**src/rtl/cal_atan2.sv**
```systemverilog
// cal_atan2 -- CORDIC vectoring-mode atan2 with optional magnitude output.
//
// Converts a signed 2.12 (x, y) operand pair into an angle on the same
// 4.8 scale as the cal_sin/cal_cos angle input, where 2pi = 0x648.
// The result lies in [0x000, 0x647].
//
// Optional feature: define CAL_ATAN2_MAG_EN to compute mag_out.
// mag_out is then the final CORDIC x scaled by the gain compensation.
// With the macro undefined, mag_out is tied to zero and no multiplier
// is built.
//
// Handshake: an input transfer happens on a rising edge where in_valid
// and in_ready are both high. An output transfer happens on a rising
// edge where out_valid and out_ready are both high. in_ready is high only
// in IDLE. out_valid is high only in DONE. angle_out and mag_out stay
// constant while out_valid waits for out_ready.
//
// Latency: count the accepting edge as edge 1. The block then walks
// through PREP, ITER x ITER cycles and POST. out_valid rises after edge
// ITER+3.

module cal_atan2 #(
  parameter int ITER = 12
) (
  input  logic        Clk,
  input  logic        Reset_n,
  input  logic        in_valid,
  output logic        in_ready,
  input  logic [13:0] x_in,
  input  logic [13:0] y_in,
  output logic        out_valid,
  input  logic        out_ready,
  output logic [11:0] angle_out,
  output logic [13:0] mag_out
);

  // pi in the 4.16 accumulator format (3.14159 * 65536 = 0x3243F).
  localparam logic signed [19:0] Z_PI     = 20'sh3243F;
  // 2pi on the 4.8 output scale.
  localparam logic signed [19:0] TWO_PI_Q8 = 20'sd1608;
  localparam logic [3:0]         CNT_LAST = 4'(ITER - 1);

  typedef enum logic [2:0] {
    S_IDLE,
    S_PREP,
    S_ITER,
    S_POST,
    S_DONE
  } state_t;

  state_t r_state;
  state_t w_state_nxt;

  logic [13:0]        r_x_cap;
  logic [13:0]        r_y_cap;
  logic               r_zero;
  logic signed [17:0] r_x;
  logic signed [17:0] r_y;
  logic signed [19:0] r_z;
  logic [3:0]         r_cnt;
  logic [11:0]        r_angle;

  logic signed [17:0] w_x_ext;
  logic signed [17:0] w_y_ext;
  logic signed [17:0] w_x_sh;
  logic signed [17:0] w_y_sh;
  logic signed [19:0] w_atan;
  logic signed [19:0] w_z_rnd;
  logic signed [19:0] w_z_wrap;
  logic [11:0]        w_angle;

  // atan(2^-i) in 4.16, rounded to nearest. Entries 14 and 15 are never used.
  function automatic logic signed [19:0] atan_lut(input logic [3:0] idx);
    logic signed [19:0] v;
    case (idx)
      4'd0:    v = 20'sd51472;
      4'd1:    v = 20'sd30386;
      4'd2:    v = 20'sd16055;
      4'd3:    v = 20'sd8150;
      4'd4:    v = 20'sd4091;
      4'd5:    v = 20'sd2047;
      4'd6:    v = 20'sd1024;
      4'd7:    v = 20'sd512;
      4'd8:    v = 20'sd256;
      4'd9:    v = 20'sd128;
      4'd10:   v = 20'sd64;
      4'd11:   v = 20'sd32;
      4'd12:   v = 20'sd16;
      4'd13:   v = 20'sd8;
      default: v = 20'sd0;
    endcase
    return v;
  endfunction

  assign w_x_ext = {{4{r_x_cap[13]}}, r_x_cap};
  assign w_y_ext = {{4{r_y_cap[13]}}, r_y_cap};
  assign w_x_sh  = r_x >>> r_cnt;
  assign w_y_sh  = r_y >>> r_cnt;
  assign w_atan  = atan_lut(r_cnt);

  // Round z half-up to 8 fractional bits, then fold it into [0, 2pi).
  always_comb begin
    w_z_rnd = (r_z + 20'sd128) >>> 8;
    if (w_z_rnd < 20'sd0) begin
      w_z_wrap = w_z_rnd + TWO_PI_Q8;
    end else if (w_z_rnd >= TWO_PI_Q8) begin
      w_z_wrap = w_z_rnd - TWO_PI_Q8;
    end else begin
      w_z_wrap = w_z_rnd;
    end
    // A zero vector has no defined angle.
    // The iterations would drift z toward +1.74 rad, so report 0.
    w_angle = r_zero ? 12'h000 : 12'(w_z_wrap);
  end

  // FSM state register.
  always_ff @(posedge Clk or negedge Reset_n) begin
    if (!Reset_n) begin
      r_state <= S_IDLE;
    end else begin
      r_state <= w_state_nxt;
    end
  end

  // FSM next-state and handshake outputs.
  always_comb begin
    w_state_nxt = r_state;
    in_ready    = 1'b0;
    out_valid   = 1'b0;
    case (r_state)
      S_IDLE: begin
        in_ready = 1'b1;
        if (in_valid) w_state_nxt = S_PREP;
      end
      S_PREP: w_state_nxt = S_ITER;
      S_ITER: begin
        if (r_cnt == CNT_LAST) w_state_nxt = S_POST;
      end
      S_POST: w_state_nxt = S_DONE;
      S_DONE: begin
        out_valid = 1'b1;
        if (out_ready) w_state_nxt = S_IDLE;
      end
      default: w_state_nxt = S_IDLE;
    endcase
  end

  // Operand capture, pre-rotation, CORDIC micro-rotations and angle result.
  always_ff @(posedge Clk or negedge Reset_n) begin
    if (!Reset_n) begin
      r_x_cap <= 14'h0;
      r_y_cap <= 14'h0;
      r_zero  <= 1'b0;
      r_x     <= 18'sd0;
      r_y     <= 18'sd0;
      r_z     <= 20'sd0;
      r_cnt   <= 4'd0;
      r_angle <= 12'h000;
    end else begin
      case (r_state)
        S_IDLE: begin
          if (in_valid) begin
            r_x_cap <= x_in;
            r_y_cap <= y_in;
            r_zero  <= (x_in == 14'h0) && (y_in == 14'h0);
          end
        end
        S_PREP: begin
          r_cnt <= 4'd0;
          // Left half-plane: rotate by pi so the CORDIC range covers it.
          if (r_x_cap[13]) begin
            r_x <= -w_x_ext;
            r_y <= -w_y_ext;
            r_z <= Z_PI;
          end else begin
            r_x <= w_x_ext;
            r_y <= w_y_ext;
            r_z <= 20'sd0;
          end
        end
        S_ITER: begin
          if (!r_y[17]) begin
            r_x <= r_x + w_y_sh;
            r_y <= r_y - w_x_sh;
            r_z <= r_z + w_atan;
          end else begin
            r_x <= r_x - w_y_sh;
            r_y <= r_y + w_x_sh;
            r_z <= r_z - w_atan;
          end
          if (r_cnt == CNT_LAST) begin
            r_cnt <= 4'd0;
          end else begin
            r_cnt <= r_cnt + 4'd1;
          end
        end
        S_POST: r_angle <= w_angle;
        default: ;
      endcase
    end
  end

  assign angle_out = r_angle;

`ifdef CAL_ATAN2_MAG_EN
  logic [13:0]        r_mag;
  logic signed [31:0] w_mag_prod;
  logic signed [31:0] w_mag_rnd;
  logic [13:0]        w_mag_sat;

  // Scale the final x by 0x9B7 (0.6073), round to 2.12 and saturate.
  always_comb begin
    w_mag_prod = 32'(r_x) * 32'sd2487;
    w_mag_rnd  = (w_mag_prod + 32'sd2048) >>> 12;
    if (r_zero || (w_mag_rnd < 32'sd0)) begin
      w_mag_sat = 14'h0000;
    end else if (w_mag_rnd > 32'sd16383) begin
      w_mag_sat = 14'h3FFF;
    end else begin
      w_mag_sat = 14'(w_mag_rnd);
    end
  end

  // Magnitude result register, loaded together with the angle.
  always_ff @(posedge Clk or negedge Reset_n) begin
    if (!Reset_n) begin
      r_mag <= 14'h0000;
    end else if (r_state == S_POST) begin
      r_mag <= w_mag_sat;
    end
  end

  assign mag_out = r_mag;
`else
  assign mag_out = 14'h0000;
`endif

endmodule

```
**config.mk**
```make
export PLATFORM = sky130hd
export DESIGN_NAME = cal_atan2
export DESIGN_NICKNAME = d
export VERILOG_FILES = /design/src/rtl/cal_atan2.sv
export SDC_FILE = /design/constraint.sdc
export NUM_CORES = 1
export LEC_CHECK = 0
export ABC_CLOCK_PERIOD_IN_PS = 11900
export CORE_MARGIN = 10
export CORE_UTILIZATION = 25
export DETAILED_ROUTE_END_ITERATION = 6
export PLACE_DENSITY = 0.47
export SETUP_SLACK_MARGIN = 0.3
export SYNTH_ARGS = -nofsm -noshare
export SYNTH_HDL_FRONTEND = slang
export SYNTH_SLANG_ARGS = --single-unit
```
**constraint.sdc**
```tcl
create_clock -name Clk -period 11.9 [get_ports Clk]
set_input_delay 2.38 -clock Clk [delete_from_list [all_inputs] [get_ports Clk]]
set_output_delay 2.38 -clock Clk [all_outputs]
set_load 0.03 [all_outputs]
```
# Word level (Yosys, flattened, before mapping)
# Memory sizes are Yosys's and may differ from the RTL's.
# Cells that the tools add are included.
# classes
n_lt_le_gt_ge	2
n_shift	2
n_mux	20
n_eq_ne	8
addsub	12
reduce_logical	7
# op_table
op	n
two-way mux 18 bit	5
case mux 18 bit (2 select lines)	2
case mux 20 bit (2 select lines)	1
adder 18 bit	2
two-way mux 12 bit	3
negation 14 -> 18 bit	2
>>> shifter 18 x 4 -> 18 bit	2
subtractor 18 bit	2
zero test 14 bit	2
adder 20 bit	1
adder 20 x 9 -> 20 bit (second input constant)	1
two-way mux 20 bit	1
subtractor 20 bit	1
case mux 3 bit (5 select lines)	1
adder 12 bit (second input constant)	1
>= comparator 12 bit (second input constant)	1
less-than comparator 12 x 1 -> 1 bit (second input constant)	1
subtractor 12 bit (second input constant)	1
two-way mux 3 bit	3
case mux 4 bit (2 select lines)	1
== test 3 x 2 -> 1 bit (second input constant)	2
inequality test 2 bit (second input constant)	3
adder 4 x 1 -> 4 bit (second input constant)	1
== test 4 bit (second input constant)	1
other kinds (9)	10
# totals
output_inout_bits	28
mem_bits_ro	256
in_bits	32
mem_count	1
reg_bits	104
# memory_table
name	depth	word_bits	rd	rd_ports_with_merged_regs	wr	line	text
(name not given)	16	16	1	0	0	75	case (idx)

# Logic depth before layout (Yosys ltp)
# Gate-level depths: netlist (run 1).
# logic_depth
ltp_word	5
depth_mapped	23

# Least setup slack after synthesis (run 1)
# Ideal clock, no wire load.
# synth_path
path_type	register to register
startpoint	reg r_cnt[0]
endpoint	reg r_y[17]
stages_incl_launch_ff	20
setup_ns	0.129
arrival_time_ns	4.490
required_time_ns	11.771
path_slack_ns	7.281
synth_period_minus_slack_ns	4.619
path_cell_list	dfrtp_1 -> buf_6 -> buf_2 -> mux4_1 -> a221o_1 -> nor3_2 -> and2_4 -> or3b_1 -> nand2_1 -> xnor2_1 -> ha_1 -> a21oi_1 -> nor2b_1 -> a311oi_1 -> a21oi_1 -> a2111o_1 -> a21o_1 -> a21oi_1 -> xor2_1 -> o21ai_1
# synth_via
elab_chain_cells	4
# synth_lines
item	line	text
from (decl)	60	logic [3:0] r_cnt;
from (signal assigned)	194	r_cnt <= r_cnt + 4'd1;
>>> shifter 18 x 4 -> 18 bit (*)	97	assign w_x_sh = r_x >>> r_cnt;
subtractor 18 bit / adder 18 bit (equally long branches)	184, 188	
two-way mux 18 bit (*)	182	if (!r_y[17]) begin
case mux 18 bit (2 select lines) (*)	160	case (r_state)
to (signal assigned)	173	r_y <= -w_y_ext;
to (signal assigned)	184	r_y <= r_y - w_x_sh;
to (signal assigned)	188	r_y <= r_y + w_x_sh;
to (decl)	58	logic signed [17:0] r_y;
# Every way passes the cells marked *; elsewhere a longest branch is shown, timed or not.
# A chain may end at the register's enable or synchronous reset.

# Final worst setup path (run 1)
# layout_path
startpoint	reg r_cnt[2]
endpoint	reg r_x[17]
# layout_via
elab_chain_cells	4
# layout_lines
item	line	text
>>> shifter 18 x 4 -> 18 bit (*)	98	assign w_y_sh = r_y >>> r_cnt;
adder 18 bit / subtractor 18 bit (equally long branches)	183, 187	
two-way mux 18 bit (*)	182	
case mux 18 bit (2 select lines) (*)	160	
to (signal assigned)	172	r_x <= -w_x_ext;
to (signal assigned)	183	r_x <= r_x + w_y_sh;
to (signal assigned)	187	r_x <= r_x - w_y_sh;
to (decl)	57	logic signed [17:0] r_x;
# Marks and branches as above.

==> results.sh, run 1 <==
export IMPL_status="completed"
export IMPL_drv_cap=0
export IMPL_drc=0
export IMPL_holdBufCountCts=0
export IMPL_worstPathArrival_ns=5.88
export IMPL_cts_setup_buffers=0
export IMPL_cp_cell_sequence="buf_4 -> inv_1 -> nand2_1 -> o22a_1 -> nand2_1 -> ha_1 -> o21ai_0 -> nor2_1 -> nor2_1 -> xor2_1 -> ha_1 -> a21oi_1 -> nor3b_1 -> a31oi_1 -> a21oi_1 -> nand3b_1 -> a311oi_1 -> xnor2_1 -> o21ai_1 -> a22o_1"
export IMPL_clock_sinks=104
export IMPL_gp_congestion=0.871
export IMPL_coreArea_um2=44300
export IMPL_ys_ff_latch=104
export IMPL_grt_pass1_wl_um=53600
export IMPL_route_met2_wl_um=14800
export IMPL_die_area_um2=53700
export IMPL_initial_utilization_pct=25.3
export IMPL_synth_edf_count=0
export IMPL_required_ns=12.17
export IMPL_slowest_delay_ns=0.76
export IMPL_syn_to_final_growth_pct=10.8
export IMPL_nFillCells=4850
export IMPL_cp_max_fo=49
export IMPL_dr_pass1_iters=5
export IMPL_synth_flop_cell="dfrtp_1"
export IMPL_highest_layer="met4"
export IMPL_vias=9924
export IMPL_htree_levels=3
export IMPL_layout_drive_gt1_share_pct=8.36
export IMPL_dieHeight_um=232
export IMPL_clk_latency_ns=0.38
export IMPL_finalHoldViolCount=0
export IMPL_fmax_mhz=178
export IMPL_path_buf_inv=2
export IMPL_clk_pin_slew_ns=0.08
export IMPL_grt_pass1_vias=9636
export IMPL_rows=77
export IMPL_fin_crit_sh_pct=47.1
export IMPL_syn_area_per_cell_um2=8.35
export IMPL_clockBufferDepth=2
export IMPL_first_iter_violations=744
export IMPL_rsz0062_at_grt="no"
export IMPL_final_cell_mix="152 x nand2_1, 114 x o21ai_0, 100 x dfrtp_1"
export IMPL_wl_met3_um=1320
export IMPL_wl_met1_um=16200
export IMPL_cts_root_buffer="clkbuf_16"
export IMPL_cp_start_kind="register"
export IMPL_final_common_cell="nand2_1"
export IMPL_die_x_um=232
export IMPL_hpwl_um=25000
export IMPL_critPathTopFamily="compound AO/OA/AOI/OAI gates"
export IMPL_period_needed_ns=5.61
export IMPL_finalWirelength_um=33200
export IMPL_maxSlewHeadroom_pct=37.1
export IMPL_antenna_found_initial=1
export IMPL_ctsResizeCount=0
export IMPL_hp_class="reg2reg"
export IMPL_viasPerCell=5.14
export IMPL_slowest_stage="inv_1"
export IMPL_end_kind="register"
export IMPL_num_io_pins=60
export IMPL_numCtsBuffers=9
export IMPL_timing_setup_tns_ns=0
export IMPL_grt_total_usage_pct=12.3
export IMPL_ant_nets=0
export IMPL_drv_slew=0
export IMPL_synth_cells=1342
export IMPL_tightest_slew_ns=0.943
export IMPL_crit_type="reg2reg"
export IMPL_numPortBuffers=45
export IMPL_finClkSkew_ns=0.0119
export IMPL_ys_warn_count=0
export IMPL_synthArstFlopShare_pct=100
export IMPL_cts_tree="yes"
export IMPL_wl_per_cell_um=17.2
export IMPL_synth_area_um2=11200
export IMPL_layout_nets=1440
export IMPL_diodes=0
export IMPL_ys_seq_area_share_pct=23.2
export IMPL_grt_overflow_total=0
export IMPL_synth_distinct_cells=88
export IMPL_grt_max_degree=55
export IMPL_final_util_pct=28.0
export IMPL_final_setup_viol_count=0
[state kept, by name, summed over array words and instances (netlist names)]
signal	count
r_y_cap	14
r_x	18
r_x_cap	14
r_cnt	4
r_state	3
r_zero	1
r_z	20
angle_out	12
r_y	18
[final timing paths]
kind,slack (ns),start,cells past startpoint,end
max in group asynchronous,8.57,Reset_n,2,r_y[17]
min in group asynchronous,2.09,Reset_n,1,angle_out[6]
hold / removal,0.48,angle_out[9],2,angle_out[9]
setup / recovery,6.29,r_cnt[2],20,r_x[17]
hold reg to reg,0.48,angle_out[9],2,angle_out[9]
setup reg to reg,6.29,r_cnt[2],20,r_x[17]
[synth_stat cells, drive strengths merged (23+ instances only)]
| master | n | share of area, % |
|---|---|---|
| nand2 | 153 | 5.1 |
| o21ai | 117 | 5.2 |
| dfrtp | 104 | 23 |
| nor2 | 95 | 3.2 |
| a21oi | 83 | 3.7 |
| ha | 68 | 7.6 |
| xnor2 | 60 | 4.7 |
| xor2 | 56 | 4.4 |
| buf | 46 | 2.9 |
| inv | 44 | 1.5 |
| clkbuf | 42 | 1.4 |
| mux2i | 42 | 3.7 |
| mux2 | 39 | 3.9 |
| mux4 | 28 | 6.1 |
| nand3 | 26 | 1.2 |
| nor3 | 25 | 1.2 |
| a31oi | 23 | 1.3 |
[per-stage QoR]
stage          hold slack, ns  setup WS, ns  instance area, um^2  instances
4_1_cts                 0.490          6.39                12400       1932
6_report                0.481          6.29                12400       1932
3_3_place_gp            0.465          6.49                12100       1918
2_1_floorplan           0.456          7.28                11300       1355
3_5_place_dp            0.471          6.41                12100       1918
5_1_grt                 0.508          5.95                12400       1932
[routing by layer]
metal	up-vias	GRT usage, %
met1	4754	16.6
met5	-	0
met2	243	19.6
met3	43	2.09
met4	0	4.17
li1	4884	-
[cell type report]
cell class	count	area [um^2]	area share [%]
Multi-Input combinational cell	1118	8020	64.6
Timing Repair Buffer	59	553	4.45
Clock inverter	5	106	0.856
Clock buffer	9	225	1.81
Tap cell	592	741	5.96
Sequential cell	104	2610	21.0
Inverter	45	169	1.36
[tightest hold or removal path, cell delays in order (launching register included)]
cell	delay (ns)
dfrtp_1	0.35
nand2_1	0.05
o31ai_1	0.05
[logic make-up (layout without fill, tap and decap cells)]
group	Yosys count	in the layout	share of synthesized area [%]
compound gates	390	390	22.2
other cells	1	14	0.0335
buf+inv	133	118	5.77
flops	104	104	23.2
fa+ha+maj	71	71	8.13
mux	109	109	13.7
xor+xnor	116	116	9.06
simple gates	418	418	17.8
Power of run 1 is not shown: default switching activity piles up to over one toggle a cycle in this logic, so the estimate is an artifact.
==> run 2, diff against run 1 <==
--- a/config.mk
+++ b/config.mk
@@ -5,11 +5,11 @@
 export SDC_FILE = /design/constraint.sdc
 export NUM_CORES = 1
 export LEC_CHECK = 0
-export ABC_CLOCK_PERIOD_IN_PS = 11900
+export ABC_CLOCK_PERIOD_IN_PS = 4710
 export CORE_MARGIN = 10
 export CORE_UTILIZATION = 25
 export DETAILED_ROUTE_END_ITERATION = 6
-export PLACE_DENSITY = 0.47
+export PLACE_DENSITY = 0.48
 export SETUP_SLACK_MARGIN = 0.3
 export SYNTH_ARGS = -nofsm -noshare
 export SYNTH_HDL_FRONTEND = slang
==> constraint.sdc (replaced) <==
create_clock -name Clk -period 4.71 [get_ports Clk]
set_input_delay 0.942 -clock Clk [delete_from_list [all_inputs] [get_ports Clk]]
set_output_delay 0.942 -clock Clk [all_outputs]
set_load 0.03 [all_outputs]
==> run 2 against run 1 <==
Compared with the run above: flip-flop and latch count unchanged; non-clock buffer count grew 122; wire length increased by 10%; sequential share of layout area fell by 2.4 points; fmax grew 23%; register-to-register slack got worse by 6.2 ns; worst hold slack barely moved; cell count grew 6.4%; count of clock-buffer cells in the layout grew 1; critical endpoint unchanged.
==> results.sh, run 2 (synthesis gave the netlist of run 1 again) <==
export IMPL_use_met1_pct=18.1
export IMPL_first_iter_violations=607
export IMPL_grt_pass1_vias=10200
export IMPL_viasPerCell=5.17
export IMPL_finClkSkew_ns=0.0120
export IMPL_cp_start_kind="register"
export IMPL_grt_overflow_total=0
export IMPL_hp_class="reg2reg"
export IMPL_fmax_mhz=218
export IMPL_clockBufferDepth=2
export IMPL_numPortBuffers=45
export IMPL_grtUsageMet3_pct=2.02
export IMPL_layout_nets=1562
export IMPL_initial_utilization_pct=25.3
export IMPL_die_x_um=232
export IMPL_slowest_delay_ns=0.52
export IMPL_critPathCapture="r_x[17]"
export IMPL_layout_drive_gt1_share_pct=23.0
export IMPL_numCtsBuffers=9
export IMPL_grt_pass1_wl_um=57800
export IMPL_htree_levels=3
export IMPL_critPathTopFamily="compound AO/OA/AOI/OAI gates"
export IMPL_vias=10600
export IMPL_final_setup_viol_count=0
export IMPL_drc=0
export IMPL_cp_cell_sequence="buf_12 -> mux4_2 -> mux4_2 -> a2111o_1 -> nor3_4 -> mux2_4 -> o22ai_4 -> ha_4 -> a21oi_4 -> o21ai_2 -> a21oi_4 -> nand3b_1 -> a311oi_2 -> xnor2_1 -> o21ai_1 -> a22o_1"
export IMPL_coreArea_um2=44300
export IMPL_dr_pass1_iters=5
export IMPL_die_area_um2=53700
export IMPL_cts_root_buffer="clkbuf_16"
export IMPL_maxSlewHeadroom_pct=38.6
export IMPL_cp_num_cells=16
export IMPL_dieHeight_um=232
export IMPL_required_ns=5.00
export IMPL_hpwl_um=27200
export IMPL_finalHoldViolCount=0
export IMPL_crit_type="reg2reg"
export IMPL_antenna_found_initial=0
export IMPL_wl_per_cell_um=17.8
export IMPL_fin_area_um2=14100
export IMPL_crit_start="r_cnt[0]"
export IMPL_whs_ns=0.480
export IMPL_end_kind="register"
export IMPL_cts_tree="yes"
export IMPL_final_cell_mix="149 x nand2_1, 120 x buf_4, 100 x dfrtp_1"
export IMPL_r2r_slack_ns=0.13
export IMPL_clk_latency_ns=0.39
export IMPL_rsz0062_at_grt="yes"
export IMPL_num_io_pins=60
export IMPL_slowest_stage="mux4_2"
export IMPL_fin_crit_sh_pct=97.2
export IMPL_syn_to_final_growth_pct=25.3
export IMPL_clock_sinks=104
export IMPL_path_buf_inv=1
export IMPL_drv_cap=0
export IMPL_rr_worst_depth=16
export IMPL_reg_top3="r_z: 20 flops, r_x: 18 flops, r_y: 18 flops"
export IMPL_busiest_layer="met2"
export IMPL_final_common_cell="nand2_1"
export IMPL_timing_rr_end="r_x[17]"
export IMPL_holdBufCountCts=0
export IMPL_ant_nets=0
export IMPL_worstPathArrival_ns=4.86
export IMPL_grt_max_degree=54
export IMPL_r2r_start="r_cnt[0]"
export IMPL_rows=77
export IMPL_finalWirelength_um=36600
export IMPL_regMostFlops="r_z"
export IMPL_diodes=0
export IMPL_tightest_slew_ns=0.917
export IMPL_status="completed"
export IMPL_place_area_um2=12600
export IMPL_period_needed_ns=4.58
export IMPL_largest_register_ffs=20
export IMPL_gp_congestion=0.919
export IMPL_met2_usage_pct=21.8
export IMPL_cp_max_fo=8
export IMPL_grt_total_usage_pct=13.4
export IMPL_clk_pin_slew_ns=0.08
export IMPL_drv_slew=0
==> run 2: cell count changes in the layout (fill, tap and decap cells not counted), sizes merged <==
cell,delta
buf,+122
bufinv,-3
clkbuf,+1
clkinv,+2
clkinvlp,-1
inv,+3
==> run 2: final cells by class <==
type                    count  area (um^2)
multi-input cells        1118         8620
clock buffers              10          239
fillers                  4755        30300
inverters                  45          171
repair buffers            181         1620
clock inverters             6         48.8
flip-flops and latches    104         2610
well taps                 592          741
==> run 2: repair_timing <==
item / CTS / global route
endpoints found under the setup margin: 14 / 21
hold endpoints to repair: 0 / 0
gates resized for setup: 60 / 96
setup buffers: 33 / 28
cloned: 1 / 0
pin swaps: 33 / 56
==> run 2: worst min path at each step <==
stage,from,to,cells past startpoint,slack [ns]
6_report,angle_out[8],angle_out[8],2,0.48
3_3_place_gp,angle_out[5],angle_out[5],2,0.47
5_1_grt,angle_out[6],angle_out[6],2,0.52
2_1_floorplan,r_z[6],r_z[6],2,0.46
3_5_place_dp,angle_out[8],angle_out[8],2,0.47
4_1_cts,angle_out[8],angle_out[8],2,0.49
==> run 2: layer usage <==
layer  vias to the layer above  routed length, um
met1                      5236              17400
met4                         0                603
met5                         -                  0
met2                       230              17100
met3                        33               1410
li1                       5124                  -
==> run 2: through the flow <==
step           setup TNS [ns]  cells  setup slack, ns  util (%)
3_5_place_dp          -0.0154   1978          -0.0154      28.5
5_1_grt               -0.0517   2056          -0.0517      31.7
4_1_cts                     0   2028            0.146      30.3
3_3_place_gp                0   1978           0.0283      28.5
2_1_floorplan               0   1355            0.234         -
6_report                    0   2056            0.131      31.7
==> run 2: worst register-to-register path, cell delays in order, from the launching register on <==
cell and delay, ns:
dfrtp_2 0.46, buf_12 0.17, mux4_2 0.53, mux4_2 0.50
a2111o_1 0.49, nor3_4 0.23, mux2_4 0.33, o22ai_4 0.17
ha_4 0.26, a21oi_4 0.17, o21ai_2 0.08, a21oi_4 0.15
nand3b_1 0.13, a311oi_2 0.31, xnor2_1 0.19, o21ai_1 0.09
a22o_1 0.22
Power of run 2 is left out for the same reason.
==> run 3, diff against run 2 <==
--- a/config.mk
+++ b/config.mk
@@ -5,12 +5,13 @@
 export SDC_FILE = /design/constraint.sdc
 export NUM_CORES = 1
 export LEC_CHECK = 0
-export ABC_CLOCK_PERIOD_IN_PS = 4710
+export ABC_CLOCK_PERIOD_IN_PS = 5500
 export CORE_MARGIN = 10
 export CORE_UTILIZATION = 25
 export DETAILED_ROUTE_END_ITERATION = 6
-export PLACE_DENSITY = 0.48
+export PLACE_DENSITY = 0.47
 export SETUP_SLACK_MARGIN = 0.3
+export SKIP_LAST_GASP = 1
 export SYNTH_ARGS = -nofsm -noshare
 export SYNTH_HDL_FRONTEND = slang
 export SYNTH_SLANG_ARGS = --single-unit
==> constraint.sdc (replaced) <==
create_clock -name Clk -period 5.5 [get_ports Clk]
set_input_delay 1.1 -clock Clk [delete_from_list [all_inputs] [get_ports Clk]]
set_output_delay 1.1 -clock Clk [all_outputs]
set_load 0.03 [all_outputs]
==> run 3 against run 2 <==
Compared with the run above: non-clock buffer count is 97 lower; critical endpoint unchanged; cell count fell by 4.7%; largest cell class unchanged; worst setup slack better by 0.43 ns; critical path depth up 2; highest routed layer unchanged; clock skew grew 0.0027 ns; via count fell by 5.2%; first-iteration DRC count grew 12%.
==> results.sh, run 3 (synthesis gave the netlist of run 1 again) <==
export IMPL_grt_total_usage_pct=12.8
export IMPL_finalHoldViolCount=0
export IMPL_timing_setup_tns_ns=0
export IMPL_vias=10100
export IMPL_wl_per_cell_um=17.8
export IMPL_ant_nets=0
export IMPL_cp_max_fo=13
export IMPL_period_needed_ns=4.94
export IMPL_viasPerCell=5.14
export IMPL_cts_tree="yes"
export IMPL_place_ws_ns=0.303
export IMPL_final_setup_viol_count=0
export IMPL_clock_sinks=104
export IMPL_clk_latency_ns=0.39
export IMPL_cp_start_kind="register"
export IMPL_layout_nets=1465
export IMPL_dr_pass1_iters=5
export IMPL_die_x_um=232
export IMPL_hpwl_um=26400
export IMPL_maxSlewHeadroom_pct=34.4
export IMPL_cts_root_buffer="clkbuf_16"
export IMPL_gp_congestion=0.886
export IMPL_clockBufferDepth=2
export IMPL_grt_overflow_total=0
export IMPL_fmax_mhz=203
export IMPL_rows=77
export IMPL_htree_levels=3
export IMPL_worstPathArrival_ns=5.21
export IMPL_num_io_pins=60
export IMPL_min_path_cells=2
export IMPL_drc=0
export IMPL_end_kind="register"
export IMPL_nFillCells=4835
export IMPL_grt_pass1_vias=9789
export IMPL_numCtsBuffers=9
export IMPL_finalWirelength_um=34800
export IMPL_coreArea_um2=44300
export IMPL_r2r_start="r_cnt[1]"
export IMPL_hold_start="angle_out[10]"
export IMPL_placedCellCount=1940
export IMPL_first_iter_violations=682
export IMPL_diodes=0
export IMPL_worstHoldEndpoint="angle_out[10]"
export IMPL_layout_drive_gt1_share_pct=10.8
export IMPL_setup_slack_ns=0.562
export IMPL_holdBufCountCts=0
export IMPL_reg_top3="r_z: 20 flops, r_x: 18 flops, r_y: 18 flops"
export IMPL_initial_utilization_pct=25.3
export IMPL_largest_register_ffs=20
export IMPL_tightest_slew_ns=0.984
export IMPL_rr_worst_depth=18
export IMPL_finClkSkew_ns=0.0147
export IMPL_timing_rr_end="r_x[17]"
export IMPL_clk_pin_slew_ns=0.09
export IMPL_fin_crit_sh_pct=89.8
export IMPL_final_cell_mix="152 x nand2_1, 113 x o21ai_0, 99 x dfrtp_1"
export IMPL_crit_type="reg2reg"
export IMPL_regMostFlops="r_z"
export IMPL_required_ns=5.77
export IMPL_slowest_delay_ns=0.56
export IMPL_dieHeight_um=232
export IMPL_cp_cell_sequence="buf_4 -> buf_4 -> mux2i_1 -> mux2i_1 -> mux4_2 -> a2111o_1 -> nor3_2 -> mux2_2 -> o22ai_1 -> ha_1 -> a21oi_1 -> o21ai_0 -> a21oi_2 -> nand3b_1 -> a311oi_1 -> xnor2_1 -> o21ai_1 -> a22o_1"
export IMPL_die_area_um2=53700
export IMPL_rsz0062_at_grt="yes"
export IMPL_grt_pass1_wl_um=55400
export IMPL_r2r_slack_ns=0.56
export IMPL_status="completed"
export IMPL_final_cell_count_no_fill=1959
export IMPL_hp_class="reg2reg"
export IMPL_final_common_cell="nand2_1"
export IMPL_crit_start="r_cnt[1]"
export IMPL_numPortBuffers=45
export IMPL_antenna_found_initial=1
export IMPL_syn_to_final_growth_pct=12.4
export IMPL_grt_max_degree=68
export IMPL_drv_slew=0
export IMPL_drv_cap=0
export IMPL_final_util_pct=28.4
export IMPL_slowest_stage="mux4_2"
## run 3: cell types whose count changed in the layout (fill, tap and decap cells not counted), moves of 7 or more
| cell | before | now |
|---|---|---|
| buf_4 | 120 | 39 |
| o21ai_0 | 99 | 113 |
| a21oi_1 | 70 | 82 |
| o21ai_2 | 10 | 0 |
| a21oi_2 | 10 | 1 |
| ha_1 | 59 | 68 |
| mux2i_1 | 33 | 42 |
| buf_12 | 7 | 0 |
| mux2i_2 | 7 | 0 |
## run 3: area by class of cell
| cell class | instances | area, um^2 | share of cell area [%] |
|---|---|---|---|
| Clock buffer | 10 | 239 | 1.90 |
| Clock inverter | 6 | 50.0 | 0.397 |
| Inverter | 45 | 169 | 1.34 |
| Multi-Input combinational cell | 1118 | 8050 | 63.8 |
| Sequential cell | 104 | 2610 | 20.7 |
| Tap cell | 592 | 741 | 5.88 |
| Timing Repair Buffer | 84 | 744 | 5.91 |
## run 3: worst max path at each step
| stage | slack, ns | end | cells past startpoint |
|---|---|---|---|
| 5_1_grt | 0.27 | r_x[17] | 20 |
| 3_5_place_dp | 0.30 | r_x[17] | 19 |
| 4_1_cts | 0.42 | r_x[17] | 19 |
| 6_report | 0.56 | r_x[17] | 18 |
| 2_1_floorplan | 0.88 | r_y[17] | 19 |
| 3_3_place_gp | 0.43 | r_x[17] | 19 |
## run 3: repair_timing
action,in CTS,in global routing
pin swaps,0,0
cloned,0,0
gates resized for setup,1,10
setup endpoints to repair,1,8
endpoints found under the hold margin,0,0
buffers inserted,0,3
## run 3: worst max-delay path, delay by kind of cell, from the launching register on
family / cells / cell delay (ns)
muxes: 4 / 1.33
and+or+nand+nor: 2 / 0.38
xor gates and xnor gates: 1 / 0.19
AOI/OAI and AO/OA: 8 / 1.64
DFF: 1 / 0.47
buffers and inverters: 2 / 0.51
adders and majority gates: 1 / 0.32
## run 3: per-layer routing
metal,vias up,global-route usage (%),wire [um]
met3,38,2.15,1360
met1,4862,17.1,16700
li1,4959,-,-
met2,214,20.5,15900
met5,-,0.184,0
met4,0,4.15,886
## run 3: through the flow
step | instance area, um^2 | hold WS, ns
2_1_floorplan | 11300 | 0.456
3_3_place_gp | 12300 | 0.469
3_5_place_dp | 12300 | 0.473
4_1_cts | 12500 | 0.494
5_1_grt | 12600 | 0.518
6_report | 12600 | 0.484
Power of run 3 is left out for the same reason.
